### src/rtl/lsu_pkg.sv
// ---------------------------------------------------------------------------
// lsu_pkg
// Shared definitions for the load/store unit: the funct3 access formats, the
// controller state type and small decode helpers for a request's format.
// ---------------------------------------------------------------------------
package lsu_pkg;

    // funct3 access formats as seen on the core and memory interfaces
    localparam logic [2:0] FMT_B  = 3'b000;
    localparam logic [2:0] FMT_H  = 3'b001;
    localparam logic [2:0] FMT_W  = 3'b010;
    localparam logic [2:0] FMT_BU = 3'b100;
    localparam logic [2:0] FMT_HU = 3'b101;

    typedef enum logic [1:0] {
        IDLE   = 2'd0,
        ACCESS = 2'd1,
        RESP   = 2'd2
    } state_e;

    // Access size in bytes; the low two funct3 bits carry the width
    function automatic logic [2:0] fmt_size(input logic [2:0] fmt);
        case (fmt[1:0])
            2'b01:   return 3'd2;
            2'b10:   return 3'd4;
            default: return 3'd1;
        endcase
    endfunction

    // 011 and 11x are not defined; unsigned variants only make sense for loads
    function automatic logic fmt_illegal(input logic [2:0] fmt, input logic we);
        return (fmt[1:0] == 2'b11) || (fmt[2:1] == 2'b11) || (we && fmt[2]);
    endfunction

endpackage

### src/rtl/lsu_extend.sv
// ---------------------------------------------------------------------------
// lsu_extend
// Purely combinational sign/zero extension of an assembled little-endian load
// word according to its funct3 format. Shared with the writeback path.
// Ports:
//   fmt_i  [2:0]  funct3 load format
//   data_i [31:0] raw assembled word (access bytes in the low lanes)
//   data_o [31:0] extended result
// ---------------------------------------------------------------------------
module lsu_extend
    import lsu_pkg::*;
(
    input  logic [2:0]  fmt_i,
    input  logic [31:0] data_i,
    output logic [31:0] data_o
);

    always_comb begin
        data_o = data_i;
        case (fmt_i)
            FMT_B:   data_o = {{24{data_i[7]}}, data_i[7:0]};
            FMT_H:   data_o = {{16{data_i[15]}}, data_i[15:0]};
            FMT_BU:  data_o = {24'b0, data_i[7:0]};
            FMT_HU:  data_o = {16'b0, data_i[15:0]};
            default: data_o = data_i;
        endcase
    end

endmodule

### src/rtl/lsu.sv
// ---------------------------------------------------------------------------
// lsu
// Load/store unit on the initiator side of the data-memory port. Accepts one
// request per handshake, performs it as a single aligned beat or as a run of
// byte beats when misaligned, and returns a held, extended response.
// Ports:
//   i_clk, i_rst_n                 clock, async active-low reset
//   i_req_valid/o_req_ready        request handshake
//   i_req_we/fmt/addr/wdata        request: store flag, funct3, address, data
//   o_rsp_valid/i_rsp_ready        response handshake (held until accepted)
//   o_rsp_rdata/o_rsp_err          extended load data, error flag
//   o_mem_addr/fmt/r_en/w_en/w_data memory command, one beat per cycle
//   i_mem_r_data                   combinational memory read data
// ---------------------------------------------------------------------------
module lsu
    import lsu_pkg::*;
#(
    parameter int unsigned MEM_SIZE         = 1024,
    parameter bit          ALLOW_MISALIGNED = 1'b1
) (
    input  logic        i_clk,
    input  logic        i_rst_n,
    input  logic        i_req_valid,
    output logic        o_req_ready,
    input  logic        i_req_we,
    input  logic [2:0]  i_req_fmt,
    input  logic [31:0] i_req_addr,
    input  logic [31:0] i_req_wdata,
    output logic        o_rsp_valid,
    input  logic        i_rsp_ready,
    output logic [31:0] o_rsp_rdata,
    output logic        o_rsp_err,
    output logic [31:0] o_mem_addr,
    output logic [2:0]  o_mem_fmt,
    output logic        o_mem_r_en,
    output logic        o_mem_w_en,
    output logic [31:0] o_mem_w_data,
    input  logic [31:0] i_mem_r_data
);

    state_e      state_q, state_d;
    logic        we_q, we_d;
    logic [2:0]  fmt_q, fmt_d;
    logic [31:0] addr_q, addr_d;
    logic [31:0] wdata_q, wdata_d;
    logic [31:0] data_q, data_d;
    logic        err_q, err_d;
    logic        split_q, split_d;
    logic [1:0]  beat_q, beat_d;

    logic [2:0]  reqSize;
    logic [32:0] reqLastByte;
    logic        reqMisaligned;
    logic        reqErr;
    logic [2:0]  curSize;
    logic        lastBeat;
    logic [31:0] extData;

    // Request screening; the last byte is computed one bit wider so an
    // address near 2^32 cannot wrap back into range.
    assign reqSize       = fmt_size(i_req_fmt);
    assign reqLastByte   = {1'b0, i_req_addr} + {30'b0, reqSize} - 33'd1;
    assign reqMisaligned = (reqSize == 3'd2) ? i_req_addr[0] :
                           (reqSize == 3'd4) ? (i_req_addr[1:0] != 2'b00) : 1'b0;
    assign reqErr        = fmt_illegal(i_req_fmt, i_req_we)
                         || (reqLastByte >= 33'(MEM_SIZE))
                         || (reqMisaligned && !ALLOW_MISALIGNED);

    // An aligned access is a single beat; a split one ends on byte size-1
    assign curSize  = fmt_size(fmt_q);
    assign lastBeat = !split_q || ({1'b0, beat_q} == (curSize - 3'd1));

    lsu_extend u_extend (
        .fmt_i  (fmt_q),
        .data_i (data_q),
        .data_o (extData)
    );

    always_ff @(posedge i_clk or negedge i_rst_n) begin
        if (!i_rst_n) begin
            state_q <= IDLE;
            we_q    <= 1'b0;
            fmt_q   <= 3'b0;
            addr_q  <= 32'b0;
            wdata_q <= 32'b0;
            data_q  <= 32'b0;
            err_q   <= 1'b0;
            split_q <= 1'b0;
            beat_q  <= 2'b0;
        end else begin
            state_q <= state_d;
            we_q    <= we_d;
            fmt_q   <= fmt_d;
            addr_q  <= addr_d;
            wdata_q <= wdata_d;
            data_q  <= data_d;
            err_q   <= err_d;
            split_q <= split_d;
            beat_q  <= beat_d;
        end
    end

    always_comb begin
        state_d = state_q;
        we_d    = we_q;
        fmt_d   = fmt_q;
        addr_d  = addr_q;
        wdata_d = wdata_q;
        data_d  = data_q;
        err_d   = err_q;
        split_d = split_q;
        beat_d  = beat_q;
        case (state_q)
            IDLE: begin
                if (i_req_valid) begin
                    we_d    = i_req_we;
                    fmt_d   = i_req_fmt;
                    addr_d  = i_req_addr;
                    wdata_d = i_req_wdata;
                    data_d  = 32'b0;
                    beat_d  = 2'b0;
                    err_d   = reqErr;
                    split_d = reqMisaligned;
                    state_d = reqErr ? RESP : ACCESS;
                end
            end
            ACCESS: begin
                // Split loads assemble one byte per beat into byte lane k
                if (!we_q) begin
                    if (split_q) begin
                        data_d[{beat_q, 3'b000} +: 8] = i_mem_r_data[7:0];
                    end else begin
                        data_d = i_mem_r_data;
                    end
                end
                if (lastBeat) begin
                    state_d = RESP;
                end else begin
                    beat_d = beat_q + 2'd1;
                end
            end
            RESP: begin
                if (i_rsp_ready) begin
                    state_d = IDLE;
                end
            end
            default: state_d = IDLE;
        endcase
    end

    // Memory command is driven only while a beat is in flight
    always_comb begin
        o_mem_addr   = 32'b0;
        o_mem_fmt    = 3'b0;
        o_mem_r_en   = 1'b0;
        o_mem_w_en   = 1'b0;
        o_mem_w_data = 32'b0;
        if (state_q == ACCESS) begin
            o_mem_r_en = !we_q;
            o_mem_w_en = we_q;
            if (split_q) begin
                o_mem_addr   = addr_q + {30'b0, beat_q};
                o_mem_fmt    = we_q ? FMT_B : FMT_BU;
                o_mem_w_data = {24'b0, wdata_q[{beat_q, 3'b000} +: 8]};
            end else begin
                o_mem_addr   = addr_q;
                o_mem_fmt    = fmt_q;
                o_mem_w_data = wdata_q;
            end
        end
    end

    assign o_req_ready = (state_q == IDLE);
    assign o_rsp_valid = (state_q == RESP);
    assign o_rsp_err   = (state_q == RESP) && err_q;
    assign o_rsp_rdata = ((state_q == RESP) && !we_q && !err_q) ? extData : 32'b0;

endmodule

### config.mk
export PLATFORM = sky130hd
export DESIGN_NAME = lsu
export DESIGN_NICKNAME = d
export VERILOG_FILES = /design/src/rtl/lsu_pkg.sv /design/src/rtl/lsu_extend.sv /design/src/rtl/lsu.sv
export SDC_FILE = /design/constraint.sdc
export NUM_CORES = 1
export LEC_CHECK = 0
export ABC_AREA = 1
export BUFFER_PORTS_ARGS = -buffer_cell sky130_fd_sc_hd__buf_4
export CAP_MARGIN = 20
export CORE_MARGIN = 3
export CORE_UTILIZATION = 50
export CTS_CLUSTER_SIZE = 8
export DETAILED_ROUTE_END_ITERATION = 7
export PLACE_DENSITY = 0.79
export SETUP_SLACK_MARGIN = 0.3
export SYNTH_ARGS = -nofsm -noshare
export SYNTH_HDL_FRONTEND = slang
export SYNTH_SLANG_ARGS = --single-unit
### constraint.sdc
create_clock -name i_clk -period 3.5 [get_ports i_clk]
set_clock_uncertainty 0.2 [all_clocks]
set_input_delay 0.175 -clock i_clk [delete_from_list [all_inputs] [get_ports i_clk]]
set_output_delay 0.175 -clock i_clk [all_outputs]
set_load 0.005 [all_outputs]
======== Word-level counts from Yosys, hierarchy flattened ========
Cells that the tools add are included.
word-level totals
  register bits after elaboration ......... 106
  input port bits ......................... 104
  output and inout bits ................... 104
  logic and storage cells ................. 85
operators by class
  add/sub/neg operators ................... 6
  $lt $le $gt $ge ......................... 1
  eq/ne operators ......................... 19
  shifts and indexed selects .............. 3
  mux-type cells .......................... 28
  reductions and logical operators ........ 19
operator list
  operator                                                             number
  2-to-1 mux 32 bit                                                    8
  case mux 32 bit (4 select lines)                                     1
  case mux 32 bit (2 select lines)                                     1
  adder 32 x 3 -> 33 bit                                               1
  greater-or-equal comparator 33 x 11 -> 1 bit, second input constant  1
  subtractor 33 x 1 -> 33 bit, second input constant                   1
  adder 32 x 2 -> 32 bit                                               1
  bitwise mux 32 bit                                                   1
  variable shift 8 x 7 -> 32 bit, first input constant                 1
  indexed part select 32 x 6 -> 8 bit                                  1
  indexed part select 8 x 7 -> 32 bit                                  1
  2-to-1 mux 2 bit                                                     6
  case mux 3 bit (2 select lines)                                      2
  == test 2 bit, second input constant                                 5
  == test 3 bit, second input constant                                 3
  2-to-1 mux 3 bit                                                     3
  AND reduction 3 bit                                                  3
  inequality test 2 bit, second input constant                         4
  negator 5 -> 7 bit                                                   1
  == test 2 x 1 -> 1 bit, second input constant                        3
  case mux 2 bit (3 select lines)                                      1
  logical AND 1 bit                                                    4
  logical OR 1 bit                                                     4
  2-to-1 mux 1 bit                                                     4
  12 further kinds                                                     15

======== Longest topological paths before layout ========
Gate-level depths: netlist of run 1.
  depth in word-level cells ............... 9
  depth in mapped cells ................... 24
  gate-level depth less buffers ........... 24

======== Cells and area by module ========
A second synthesis of run 1 with hierarchy kept.
unflattened totals
  cell total of the unflattened synthesis .. 1441
  area, all modules ....................... 9063.7 um^2
modules (own cells, without submodules)
  module      instances  cells each  area an instance (um^2)  seq. area each (um^2)
  lsu         1          1371        8674.6                   2652.5
  lsu_extend  1          70          389.1                    0.0

======== Worst setup path before layout of run 1 ========
No wires, ideal clock.
  path kind ............................... input-to-reg
  start point ............................. input port i_req_fmt[1]
  end point ............................... register state_q[1]
  library setup time ...................... 113 ps
  arrival time ............................ 2483 ps
  required time ........................... 3187 ps
  path slack .............................. 704 ps
  cell stages on the path ................. 24
  buffers on the path ..................... 0
  path through ............................ inv_1 ha_1 inv_1 ha_1 inv_1 ha_1 inv_1 fa_1 inv_1 nand3_1 nand2_1 nand3_1 nand3_2 nand2_1 nand2_1 nand2_1 nor2_2 nand2_1 nor2_1 nand2_1 nor2_2 nand3_1 nand2_1 inv_1
on the way
  word-level cells in the longest chain between the ends .. 9
  elaborated cells between the ends (all ways) .. 14
  those cells by class .................... add/sub: 2; order compare: 1; eq/ne: 4; mux: 4; reduce/logical: 3
ends and longest elaborated chain
  what                                                     RTL line       RTL
  start, declared                                          lsu.sv:26      input logic [2:0] i_req_fmt,
  == test 2 bit or == test 2 x 1 -> 1 bit (tied branches)  lsu_pkg.sv:23  case (fmt[1:0])
  case mux 3 bit (2 select lines)                          lsu_pkg.sv:23
  adder 32 x 3 -> 33 bit                                   lsu.sv:62      assign reqLastByte = {1'b0, i_req_addr} + {30'b0, reqSize} - 33'd1;
  subtractor 33 x 1 -> 33 bit                              lsu.sv:62
  greater-or-equal comparator 33 x 11 -> 1 bit             lsu.sv:66      || (reqLastByte >= 33'(MEM_SIZE))
  logical OR 1 bit *                                       lsu.sv:66
  2-to-1 mux 2 bit *                                       lsu.sv:124     state_d = reqErr ? RESP : ACCESS;
  2-to-1 mux 2 bit *                                       lsu.sv:115     if (i_req_valid) begin
  case mux 2 bit (3 select lines) *                        lsu.sv:113     case (state_q)
  end signal, assigned                                     lsu.sv:91      state_q <= state_d;
  end, declared                                            lsu.sv:41      state_e state_q, state_d;
Every way passes the cells marked *; elsewhere a longest branch is shown, timed or not. The select of a mux whose other input is x is not followed.
A chain may end at the register's enable or synchronous reset.

======== Final worst setup path of run 1 ========
  start point ............................. register addr_q[0]
  end point ............................... output port o_mem_addr[30]
on the way
  word-level cells in the longest chain between the ends .. 3
ends and longest elaborated chain
  what                    RTL line    RTL
  start, declared         lsu.sv:44   logic [31:0] addr_q, addr_d;
  start signal, assigned  lsu.sv:94   addr_q <= addr_d;
  adder 32 x 2 -> 32 bit  lsu.sv:162  o_mem_addr = addr_q + {30'b0, beat_q};
  2-to-1 mux 32 bit       lsu.sv:161  if (split_q) begin
  2-to-1 mux 32 bit       lsu.sv:158  if (state_q == ACCESS) begin
  end, declared           lsu.sv:33   output logic [31:0] o_mem_addr,
Every way passes these cells.

==> results of run 1 <==
-- worst reg2reg max path, stage by stage, from the launching register on --
cell and delay, ns:
dfrtp_1 0.39, buf_4 0.22, inv_1 0.34, ha_1 0.25, clkinv_1 0.40, a32oi_1 0.37, dlygate4sd3_1 0.58, o22ai_1 0.06
-- per-layer routing --
metal / part of all wire, % / GRT usage [%] / wire [microns]
met2: 47 / 54.55 / 15600
met5: 0 / 0 / 0
met4: 4.7 / 13.21 / 1549
met1: 40 / 40.95 / 13120
met3: 8.3 / 4.364 / 2744
-- flip-flops by register name (all words and copies together), names as in the netlist --
signal and flops:
we_q 1, fmt_q 3, state_q 2, data_q 32, wdata_q 32, split_q 1
beat_q 2, addr_q 32, err_q 1
-- logic make-up (layout without fill, tap and decap cells) --
group	count (synthesis)	after routing	synth area share (%)
flops	106	106	29.60
other cells	0	1	0
xor+xnor	7	7	0.6842
fa+ha+maj	48	48	6.870
simple gates	699	699	33.30
compound gates	260	260	16.80
buf+inv	301	621	12.75
-- what timing repair did --
| item | CTS | global route |
|---|---|---|
| hold buffers | 106 | 0 |
| setup buffers | 9 | 6 |
| pin swaps | 2 | 7 |
| hold endpoints to repair | 160 | 0 |
| endpoints found under the setup margin | 5 | 14 |
| resized for setup | 5 | 27 |
-- worst paths after layout --
path | to | slack, ns | depth (start not counted)
max | o_mem_addr[30] | 0.25 | 11
min | data_q[15] | 0.02 | 3
max reg2reg | data_q[19] | 0.56 | 7
min reg2reg | wdata_q[8] | 0.30 | 2
max in group asynchronous | beat_q[1] | 1.88 | 3
min in group asynchronous | data_q[28] | 0.26 | 2
-- power groups by stage --
stage / clock network (mW) / registers [mW] / logic, mW
floorplan: 0 / 1.83 / 1.41
detailed placement: 0 / 1.92 / 1.99
CTS: 0.980 / 1.90 / 2.13
finish: 0.974 / 1.93 / 2.22
global route: 1.03 / 1.97 / 2.46
global placement: 0 / 1.91 / 1.94
-- layout by cell type (no fill, tap or decap), drive strengths merged --
| master | instances |
|---|---|
| nor4 | 11 |
| nor2b | 1 |
| a221oi | 8 |
| clkinv | 4 |
| a31oi | 3 |
| clkinvlp | 2 |
| o32ai | 1 |
| dfrtp | 106 |
| buf | 236 |
| diode | 1 |
| or3 | 1 |
| dlygate4sd3 | 106 |
| nor3b | 1 |
| a21oi | 82 |
| and2 | 5 |
| o22ai | 27 |
| clkbuf | 11 |
| o21bai | 3 |
| nand4 | 16 |
| ha | 46 |
| o21ai | 105 |
| nor2 | 142 |
| and3 | 2 |
| nand3 | 68 |
| nand2 | 422 |
| a22oi | 17 |
| a211oi | 2 |
| nand3b | 7 |
| fa | 2 |
| xor2 | 6 |
| xnor2 | 1 |
| inv | 262 |
| o21a | 2 |
| a21o | 1 |
| o31ai | 1 |
| a32oi | 8 |
| nor3 | 23 |
-- final cells by class --
class | count | share of cell area, %
Sequential cell | 106 | 21.52
Multi-Input combinational cell | 1014 | 42.82
Clock buffer | 11 | 1.968
Antenna cell | 1 | 0.02029
Clock inverter | 5 | 0.3044
Inverter | 263 | 8.026
Tap cell | 225 | 2.283
Timing Repair Buffer | 342 | 23.06
==> metrics.md, run 1 <==
| Metric | Value |
|---|---|
| Vias per std cell | `5.527` |
| Share of total power in sequential cells | `37.6%` |
| First-pass GRT wire length | `51.20 mm` |
| Crit path kind | `flip-flop to output pin` |
| CP peak stage delay | `0.48 ns` |
| Pre-antenna DRT Iters | `5` |
| Post-synthesis cell area | `8961 sq um` |
| WL per Instance | `16.79 microns` |
| Final slew viol count | `0` |
| WP data required | `3.12 ns` |
| Clk buf depth | `2` |
| Tmin final | `3.253 ns` |
| Status | `finished, final reports clean` |
| Mapped Cells | `1421` |
| Drt total wl | `33.02 mm` |
| Hold Crit Start | `i_mem_r_data[15]` |
| Final critical-path setup slack | `0.2471 ns` |
| Clock Root Buffer | `clkbuf_16` |
| Number of synthesized flops with an enable pin | `0` |
| Count of cell types in the netlist | `49` |
| Die ar. | `19570 sq um` |
| Tot GR Track Use | `32.02%` |
| Critical path origin | `addr_q[0]` |
| Psw | `2.266 mW` |
| Seq/Total Area, Yosys | `29.60%` |
| # clock sinks | `106` |
| # IOs | `208` |
| Post-Syn Area per Cell | `6.306 sq um` |
| Dominant cells by area after synthesis | `dfrtp_1, nand2_1, inv_1` |
| Pre-CTS setup slack | `0.1417 ns` |
| Storage cell area | `2654 sq um` |
| Hpwl dp | `23.40 mm` |
| Multi-input combinational cell area | `5280 sq um` |
| Yosys warns | `0` |
| VDD IR max | `0.2494 mV` |
| Critical R2R Launch | `beat_q[0]` |
| Final cell area excluding filler cells | `12330 sq um` |
| Critical Path End Type | `output pin` |
| Synth area leader | `dfrtp_1` |
| Synth top area share | `29.60%` |
| RSZ-0062 raised after global routing | `true` |
| Vias in the first global route | `10240` |
| Core area | `17420 sq um` |
| Grt total ovfl | `0` |
| CTS tree | `yes` |
| Startpoint types | `flip-flop` |
| Initial antenna violation count | `0` |
| Internal | `2.855 mW` |
| Most frequent cell after synthesis | `nand2_1` |
| Die Ht | `139.9 microns` |
| I/O Buffers | `207` |
| Fraction of registers with async set/reset | `100.0%` |
| Most used flip-flop cell after synthesis | `dfrtp_1` |
| Nets | `1888` |
| # H-tree levels | `3` |
| Max-Cap Viols | `0` |
| Clock power frac | `19.0%` |
| Crit-path leading delay family | `simple AND/OR/NAND/NOR gates` |
| Worst hold margin | `0.02112 ns` |
| Number of synthesized register bits | `106` |
| Synth-to-layout area growth | `37.61%` |
| Worst-margin pin slew | `0.8700 ns` |
| Initial drt markers | `1076` |
| Cells after DPL | `1829` |
| Finished Layout Cells | `1967` |
| Total power draw | `5.121 mW` |
| Worst Hold Class | `primary input to flip-flop` |
| Clk slew on worst S/H paths | `0.07 ns` |
| CP arrival | `2.88 ns` |
| Die X-Extent | `139.9 microns` |
| Fmax | `0.3074 GHz` |
| Final setup vio count | `0` |
| FP Rows | `48` |
| Hold Fails Final Rpt | `0` |
| Post-route DRC | `0` |
| FILL cells | `1399` |
| Crit-path slowest cell | `nor4_2` |
| Post-Place Cell Area | `10760 sq um` |
| Normalized max-slew margin | `41.93%` |
| Combinational power share | `43.4%` |
| Syn nets | `1573` |
| Initial cell density of the core | `51.45%` |
| Largest net degree at the start of global routing | `62` |
| Layout cells sized above 1 | `17.92%` |
| Final Cycle Share | `92.94%` |
| Setup TNS | `0 ns` |
| Final Core Density | `70.80%` |
| Routed Antenna Nets | `0` |
| Clk Latency, worst-skew pair | `0.34 ns` |
| GP Congestion | `1.000` |
| Cell Chain, Critical Path | `ha_2 -> inv_2 -> fa_2 -> nor3_4 -> nand2_2 -> nor4_2 -> and3_1 -> nand3_1 -> o21ai_1 -> a21oi_1 -> buf_4` |
| Via count | `10870` |
| Worst Path Max Fanout | `4` |
| Lkg Pwr | `6.327 nW` |
| Buf+Inv Stages, Crit Path | `2` |
| Inserted Clock Buffers | `9` |
| Switching share of power | `44.25%` |
| Synth cell count leaders | `nand2_1, inv_1, nor2_1, dfrtp_1, o21ai_0` |
| Pwr Density | `415.3 nW/um^2` |
No activity file was read; power rests on OpenSTA's default activity.
==> run 2: changes to the inputs <==
==> constraint.sdc (replaced) <==
create_clock -name i_clk -period 3.8 [get_ports i_clk]
set_clock_uncertainty 0.2 [all_clocks]
set_input_delay 0.19 -clock i_clk [delete_from_list [all_inputs] [get_ports i_clk]]
set_output_delay 0.19 -clock i_clk [all_outputs]
set_load 0.005 [all_outputs]
==> metrics.md, run 2 (synthesis gave the netlist of run 1 again) <==
| Metric | Value |
|---|---|
| Startpoint types | `flip-flop` |
| Largest net degree at the start of global routing | `93 (+50%)` |
| Core area | `17420 sq um (unchanged)` |
| # IOs | `208 (unchanged)` |
| Clock Root Buffer | `clkbuf_16` |
| Setup TNS | `0 ns (unchanged)` |
| Final slew viol count | `0 (unchanged)` |
| Met2 usage | `55.43% (+0.89 points)` |
| Post-route DRC | `0 (unchanged)` |
| Tmin final | `3.326 ns` |
| Final Cycle Share | `87.52%` |
| CTS tree | `yes` |
| Worst-margin pin slew | `1.005 ns (+0.1350 ns)` |
| Pre-antenna DRT Iters | `5 (unchanged)` |
| Vias in the first global route | `10240 (+0.029%)` |
| Critical R2R Launch | `beat_q[0]` |
| Routed Antenna Nets | `0 (unchanged)` |
| Die X-Extent | `139.9 microns (unchanged)` |
| Initial drt markers | `791 (-26%)` |
| WP data required | `3.41 ns (+0.29 ns)` |
| Grt total ovfl | `0 (unchanged)` |
| Critical Path Sink | `o_mem_addr[28]` |
| Commonest cells after routing, fill and taps aside | `nand2_1, inv_1, buf_4, nor2_1, dlygate4sd3_1` |
| Final setup vio count | `0 (unchanged)` |
| R2R Path End | `data_q[22]` |
| Inserted Clock Buffers | `9 (unchanged)` |
| Pwr Density | `390.5 nW/um^2 (-6.0%)` |
| Fmax | `0.3007 GHz` |
| Clk slew on worst S/H paths | `0.07 ns (about the same)` |
| I/O Buffers | `207 (unchanged)` |
| Reg2Reg Depth | `8 (+1)` |
| Final cell area excluding filler cells | `12290 sq um (-0.38%)` |
| Max-Cap Viols | `0 (unchanged)` |
| RSZ-0062 raised after global routing | `true` |
| FILL cells | `1444 (+3.2%)` |
| FP Rows | `48 (unchanged)` |
| Finished Layout Cells | `1956 (-0.56%)` |
| Critical path origin | `beat_q[0]` |
| # clock sinks | `106 (unchanged)` |
| Normalized max-slew margin | `32.48% (-9.5 points)` |
| Biggest regs | `addr_q (32), data_q (32), wdata_q (32)` |
| Via count | `10700 (-1.6%)` |
| First-pass GRT wire length | `51.69 mm (+0.94%)` |
| VDD IR max | `0.2871 mV (+15%)` |
| Die Ht | `139.9 microns (unchanged)` |
| Met3 GRT Util | `3.986% (-0.38 points)` |
| Die ar. | `19570 sq um (unchanged)` |
| M1 GR Usage | `41.58% (+0.62 points)` |
| WL per Instance | `16.76 microns (-0.14%)` |
| Vias per std cell | `5.471 (-1.0%)` |
| Clk Latency, worst-skew pair | `0.35 ns (about the same)` |
| Reg2reg setup slack | `0.70 ns (+0.14 ns)` |
| Status | `finished, final reports clean` |
| CP arrival | `2.94 ns (+0.06 ns)` |
| Gr busiest metal | `met2` |
| Layout cells sized above 1 | `17.33% (-0.59 points)` |
| Cells after DPL | `1824 (-0.27%)` |
| Nets | `1878 (-0.53%)` |
| Post-Place Cell Area | `10730 sq um (-0.23%)` |
| Lkg Pwr | `6.267 nW (-0.96%)` |
| Initial cell density of the core | `51.45% (unchanged)` |
| GP Congestion | `0.9897 (-1.1%)` |
| N_diodes | `0 (-1)` |
| Synth-to-layout area growth | `37.10%` |
| Worst Hold Class | `primary input to flip-flop` |
| Tot GR Track Use | `32.01% (about the same)` |
| Hold Fails Final Rpt | `0 (unchanged)` |
| Clk buf depth | `2 (unchanged)` |
| Most common cell after layout, fill and taps aside | `nand2_1` |
| Crit path kind | `flip-flop to output pin` |
| Critical Path End Type | `output pin` |
| # H-tree levels | `3 (unchanged)` |
| Hpwl dp | `23.72 mm (+1.4%)` |
| Initial antenna violation count | `0 (unchanged)` |
| Worst Path Max Fanout | `4 (unchanged)` |
| Drt total wl | `32.79 mm (-0.70%)` |
==> run 2: changes by cell type in the layout (fill, tap and decap cells not counted), sizes merged <==
cell,delta
buf,-12
bufinv,+1
clkinvlp,-1
diode,-1
dlygate4sd3,+1
dlymetal6s4s,+1
==> run 2: area by class of cell <==
class,count,area (sq um),area share (%)
clock buffer,11,242.7,1.976
clock inverter,5,61.31,0.4990
inverter,263,996.0,8.107
multi-input combinational,1014,5265,42.86
sequential,106,2654,21.60
tap,225,281.5,2.291
timing repair buffer,332,2785,22.67
==> run 2: metal layers <==
layer  share of wire, %  vias to the layer above
met5                  0                        -
met4                3.1                        0
met3                7.9                       87
met2                 48                      534
met1                 41                     4919
li1                   -                     5161
==> run 2: worst min path at each step <==
stage | from | to | slack [ns] | depth (start not counted)
after CTS | i_req_valid | state_q[0] | 0.15 | 5
after global placement | i_rst_n | data_q[24] | 0.16 | 1
after floorplan | i_rst_n | addr_q[0] | -0.31 | 0
after detailed placement | i_rst_n | data_q[24] | 0.16 | 1
after global routing | i_req_fmt[0] | fmt_q[0] | 0.21 | 4
final | i_req_fmt[0] | fmt_q[0] | 0.18 | 4
==> run 2: report_power, final <==
| part | internal, mW | total [mW] | leakage, nW | switching (mW) |
|---|---|---|---|---|
| clock network | 0.536 | 0.991 | 0.151 | 0.455 |
| registers | 1.48 | 1.76 | 1.36 | 0.276 |
| logic | 0.695 | 2.05 | 4.76 | 1.35 |
| total | 2.71 | 4.80 | 6.27 | 2.08 |
==> run 2: repair_timing <==
item | 4_1_cts | 5_1_grt
hold buffers | 108 | 0
endpoints found under the hold margin | 167 | 0
pin swaps | 0 | 12
endpoints found under the setup margin | 2 | 11
resized for setup | 2 | 26
buffers inserted | 1 | 7
==> run 2: worst max-delay path: stages (launching register included) <==
cell and delay [ns]:
dfrtp_1 0.36, ha_1 0.17, inv_1 0.06, fa_2 0.35, nor3_2 0.17, nand2_2 0.11, nor2_2 0.14, inv_1 0.07
nor2_4 0.12, nand3_2 0.12, nor4_4 0.34, buf_4 0.17, a31oi_1 0.06, nor3_1 0.20, buf_4 0.14
==> run 2: through the flow <==
step | power (mW) | worst slack, ns | hold WS [ns] | util (%)
floorplan | 2.979 | 0.9894 | -0.3056 | -
global placement | 3.558 | 0.6109 | 0.1567 | 61.62
detailed placement | 3.605 | 0.5237 | 0.1565 | 61.62
CTS | 4.700 | 0.3146 | 0.1507 | 69.64
global route | 5.094 | 0.2686 | 0.2101 | 70.54
finish | 4.797 | 0.4742 | 0.1772 | 70.54
==> run 3: changes to the inputs <==
--- a/config.mk
+++ b/config.mk
@@ -6,13 +6,13 @@
 export NUM_CORES = 1
 export LEC_CHECK = 0
 export ABC_AREA = 1
-export BUFFER_PORTS_ARGS = -buffer_cell sky130_fd_sc_hd__buf_4
 export CAP_MARGIN = 20
 export CORE_MARGIN = 3
 export CORE_UTILIZATION = 50
 export CTS_CLUSTER_SIZE = 8
 export DETAILED_ROUTE_END_ITERATION = 7
-export PLACE_DENSITY = 0.79
+export DONT_BUFFER_PORTS = 1
+export PLACE_DENSITY = 0.69
 export SETUP_SLACK_MARGIN = 0.3
 export SYNTH_ARGS = -nofsm -noshare
 export SYNTH_HDL_FRONTEND = slang
==> metrics.md, run 3 (synthesis gave the netlist of run 1 again) <==
| Metric | Value |
|---|---|
| Status | `finished, final reports clean` |
| Normalized max-slew margin | `37.82% (+5.3 points)` |
| Largest net degree at the start of global routing | `107 (+15%)` |
| Most common cell after layout, fill and taps aside | `nand2_1` |
| Core area | `17420 sq um (unchanged)` |
| Commonest cells after routing, fill and taps aside | `nand2_1, inv_1, nor2_1, dlygate4sd3_1, dfrtp_1` |
| Clk Latency, worst-skew pair | `0.35 ns (about the same)` |
| Tmin final | `3.258 ns (-0.06761 ns)` |
| Most common cell on crit path | `inv_1` |
| Initial cell density of the core | `51.45% (unchanged)` |
| Clk buf depth | `2 (unchanged)` |
| WL per Instance | `16.98 microns (+1.3%)` |
| First-pass GRT wire length | `47.03 mm (-9.0%)` |
| Synth-to-layout area growth | `18.67%` |
| Worst Hold Class | `primary input to flip-flop` |
| Lkg Pwr | `5.177 nW (-17%)` |
| Initial drt markers | `649 (-18%)` |
| Hpwl dp | `21.62 mm (-8.9%)` |
| Max-Cap Viols | `0 (unchanged)` |
| Setup TNS | `0 ns (unchanged)` |
| WP data required | `3.41 ns (about the same)` |
| Final critical-path setup slack | `0.5418 ns (+0.06761 ns)` |
| # IOs | `208 (unchanged)` |
| CP arrival | `2.87 ns (-0.07 ns)` |
| Routed Antenna Nets | `0 (unchanged)` |
| Hold Fails Final Rpt | `0 (unchanged)` |
| Crit-path slowest cell | `dfrtp_2` |
| Initial antenna violation count | `0 (unchanged)` |
| Pre-antenna DRT Iters | `7 (+2)` |
| Grt total ovfl | `0 (unchanged)` |
| Final cell area excluding filler cells | `10630 sq um (-13%)` |
| Final setup vio count | `0 (unchanged)` |
| Clk slew on worst S/H paths | `0.07 ns (about the same)` |
| Pre-CTS setup slack | `0.6162 ns (+0.09251 ns)` |
| Die ar. | `19570 sq um (unchanged)` |
| FP Rows | `48 (unchanged)` |
| Drt total wl | `29.66 mm (-9.5%)` |
| FILL cells | `1631 (+13%)` |
| CTS tree | `yes` |
| Pwr Density | `426.4 nW/um^2 (+9.2%)` |
| Vias per std cell | `5.559 (+1.6%)` |
| Die Ht | `139.9 microns (unchanged)` |
| RSZ-0062 raised after global routing | `false` |
| Buf+Inv Stages, Crit Path | `4 (unchanged)` |
| Worst Path Max Fanout | `5 (+1)` |
| CP peak stage delay | `0.45 ns (+0.09 ns)` |
| Crit-path leading delay family | `simple AND/OR/NAND/NOR gates` |
| Via count | `9712 (-9.2%)` |
| N_diodes | `0 (unchanged)` |
| Fmax | `0.3069 GHz (+2.1%)` |
| Total power draw | `4.534 mW (-5.5%)` |
| Vias in the first global route | `9367 (-8.5%)` |
| GP Congestion | `0.9359 (-5.4%)` |
| Post-Place Cell Area | `9150 sq um (-15%)` |
| Startpoint types | `flip-flop` |
| Clock Root Buffer | `clkbuf_16` |
| Post-route DRC | `0 (unchanged)` |
| # H-tree levels | `3 (unchanged)` |
| Tot GR Track Use | `29.17% (-2.8 points)` |
| Biggest regs | `addr_q (32), data_q (32), wdata_q (32)` |
| Nets | `1669 (-11%)` |
| Crit path kind | `flip-flop to output pin` |
| Final Core Density | `61.06% (-9.5 points)` |
| Final slew viol count | `0 (unchanged)` |
| I/O Buffers | `0 (-100%)` |
| Inserted Clock Buffers | `9 (unchanged)` |
| Layout cells sized above 1 | `5.191% (-12 points)` |
| # clock sinks | `106 (unchanged)` |
| Final Cycle Share | `85.74% (-1.8 points)` |
| Worst-margin pin slew | `0.9256 ns (-0.07943 ns)` |
| VDD IR max | `0.2741 mV (-4.5%)` |
| Critical Path End Type | `output pin` |
| Die X-Extent | `139.9 microns (unchanged)` |
| Cell Chain, Critical Path | `buf_4 -> ha_1 -> nand2_1 -> a21oi_1 -> inv_1 -> nor4_1 -> nand2_1 -> inv_1 -> nand4_1 -> inv_1 -> nand4_1 -> o21ai_0 -> a21oi_1` |
run 3: cell count changes in the layout (fill, tap and decap cells not counted), moves of 3 or more:
cell	change
inv_1	+3
nand3_1	+3
buf_4	-208
ha_1	+3
run 3: final timing paths:
check | from | endpoint | slack, ns | depth (start not counted)
setup / recovery | beat_q[1] | o_mem_addr[29] | 0.54 | 13
hold / removal | i_mem_r_data[2] | data_q[26] | 0.03 | 4
setup reg to reg | beat_q[0] | data_q[18] | 0.70 | 8
hold reg to reg | wdata_q[9] | wdata_q[9] | 0.30 | 2
max in group asynchronous | i_rst_n | beat_q[1] | 2.72 | 2
min in group asynchronous | i_rst_n | data_q[18] | 0.23 | 2
run 3: worst reg2reg max path, cell delays in order (launching register included):
cell and delay, ns:
dfrtp_1 0.35, buf_4 0.27, inv_1 0.25, ha_1 0.44, nand2_1 0.11, nor3_2 0.49, a32oi_1 0.20, dlygate4sd3_1 0.61
o22ai_1 0.11
run 3: per-layer routing:
metal	GRT usage, %	share of wire (%)	up-vias
li1	-	-	4751
met1	36.74	41	4498
met2	49.89	48	382
met3	3.780	6.1	81
met4	13.21	4.4	0
met5	0	0	-
run 3: area by class of cell:
class,instances,area (sq um),area share [%]
clock buffer,11,252.7,2.377
clock inverter,5,37.54,0.3530
inverter,263,993.5,9.342
multi-input combinational,1014,5199,48.89
sequential,106,2654,24.96
tap,225,281.5,2.647
timing repair buffer,123,1216,11.44
run 3: repair_timing:
item                                   CTS  global route
endpoints found under the hold margin  209             0
setup buffers                            1             5
resized for setup                        1             7
hold buffers                           110             0
pin swaps                                0             4
setup endpoints to repair                3             4
run 3: report_power, final:
group / switching [mW] / internal (mW)
clock network: 0.430 / 0.484
logic: 1.28 / 0.597
registers: 0.260 / 1.48
run 3: through the flow:
step           hold WS [ns]  cells
6_report            0.03078   1747
5_1_grt             0.04956   1747
4_1_cts            0.005616   1742
3_5_place_dp        -0.3030   1615
3_3_place_gp        -0.3031   1615
2_1_floorplan       -0.3056   1421
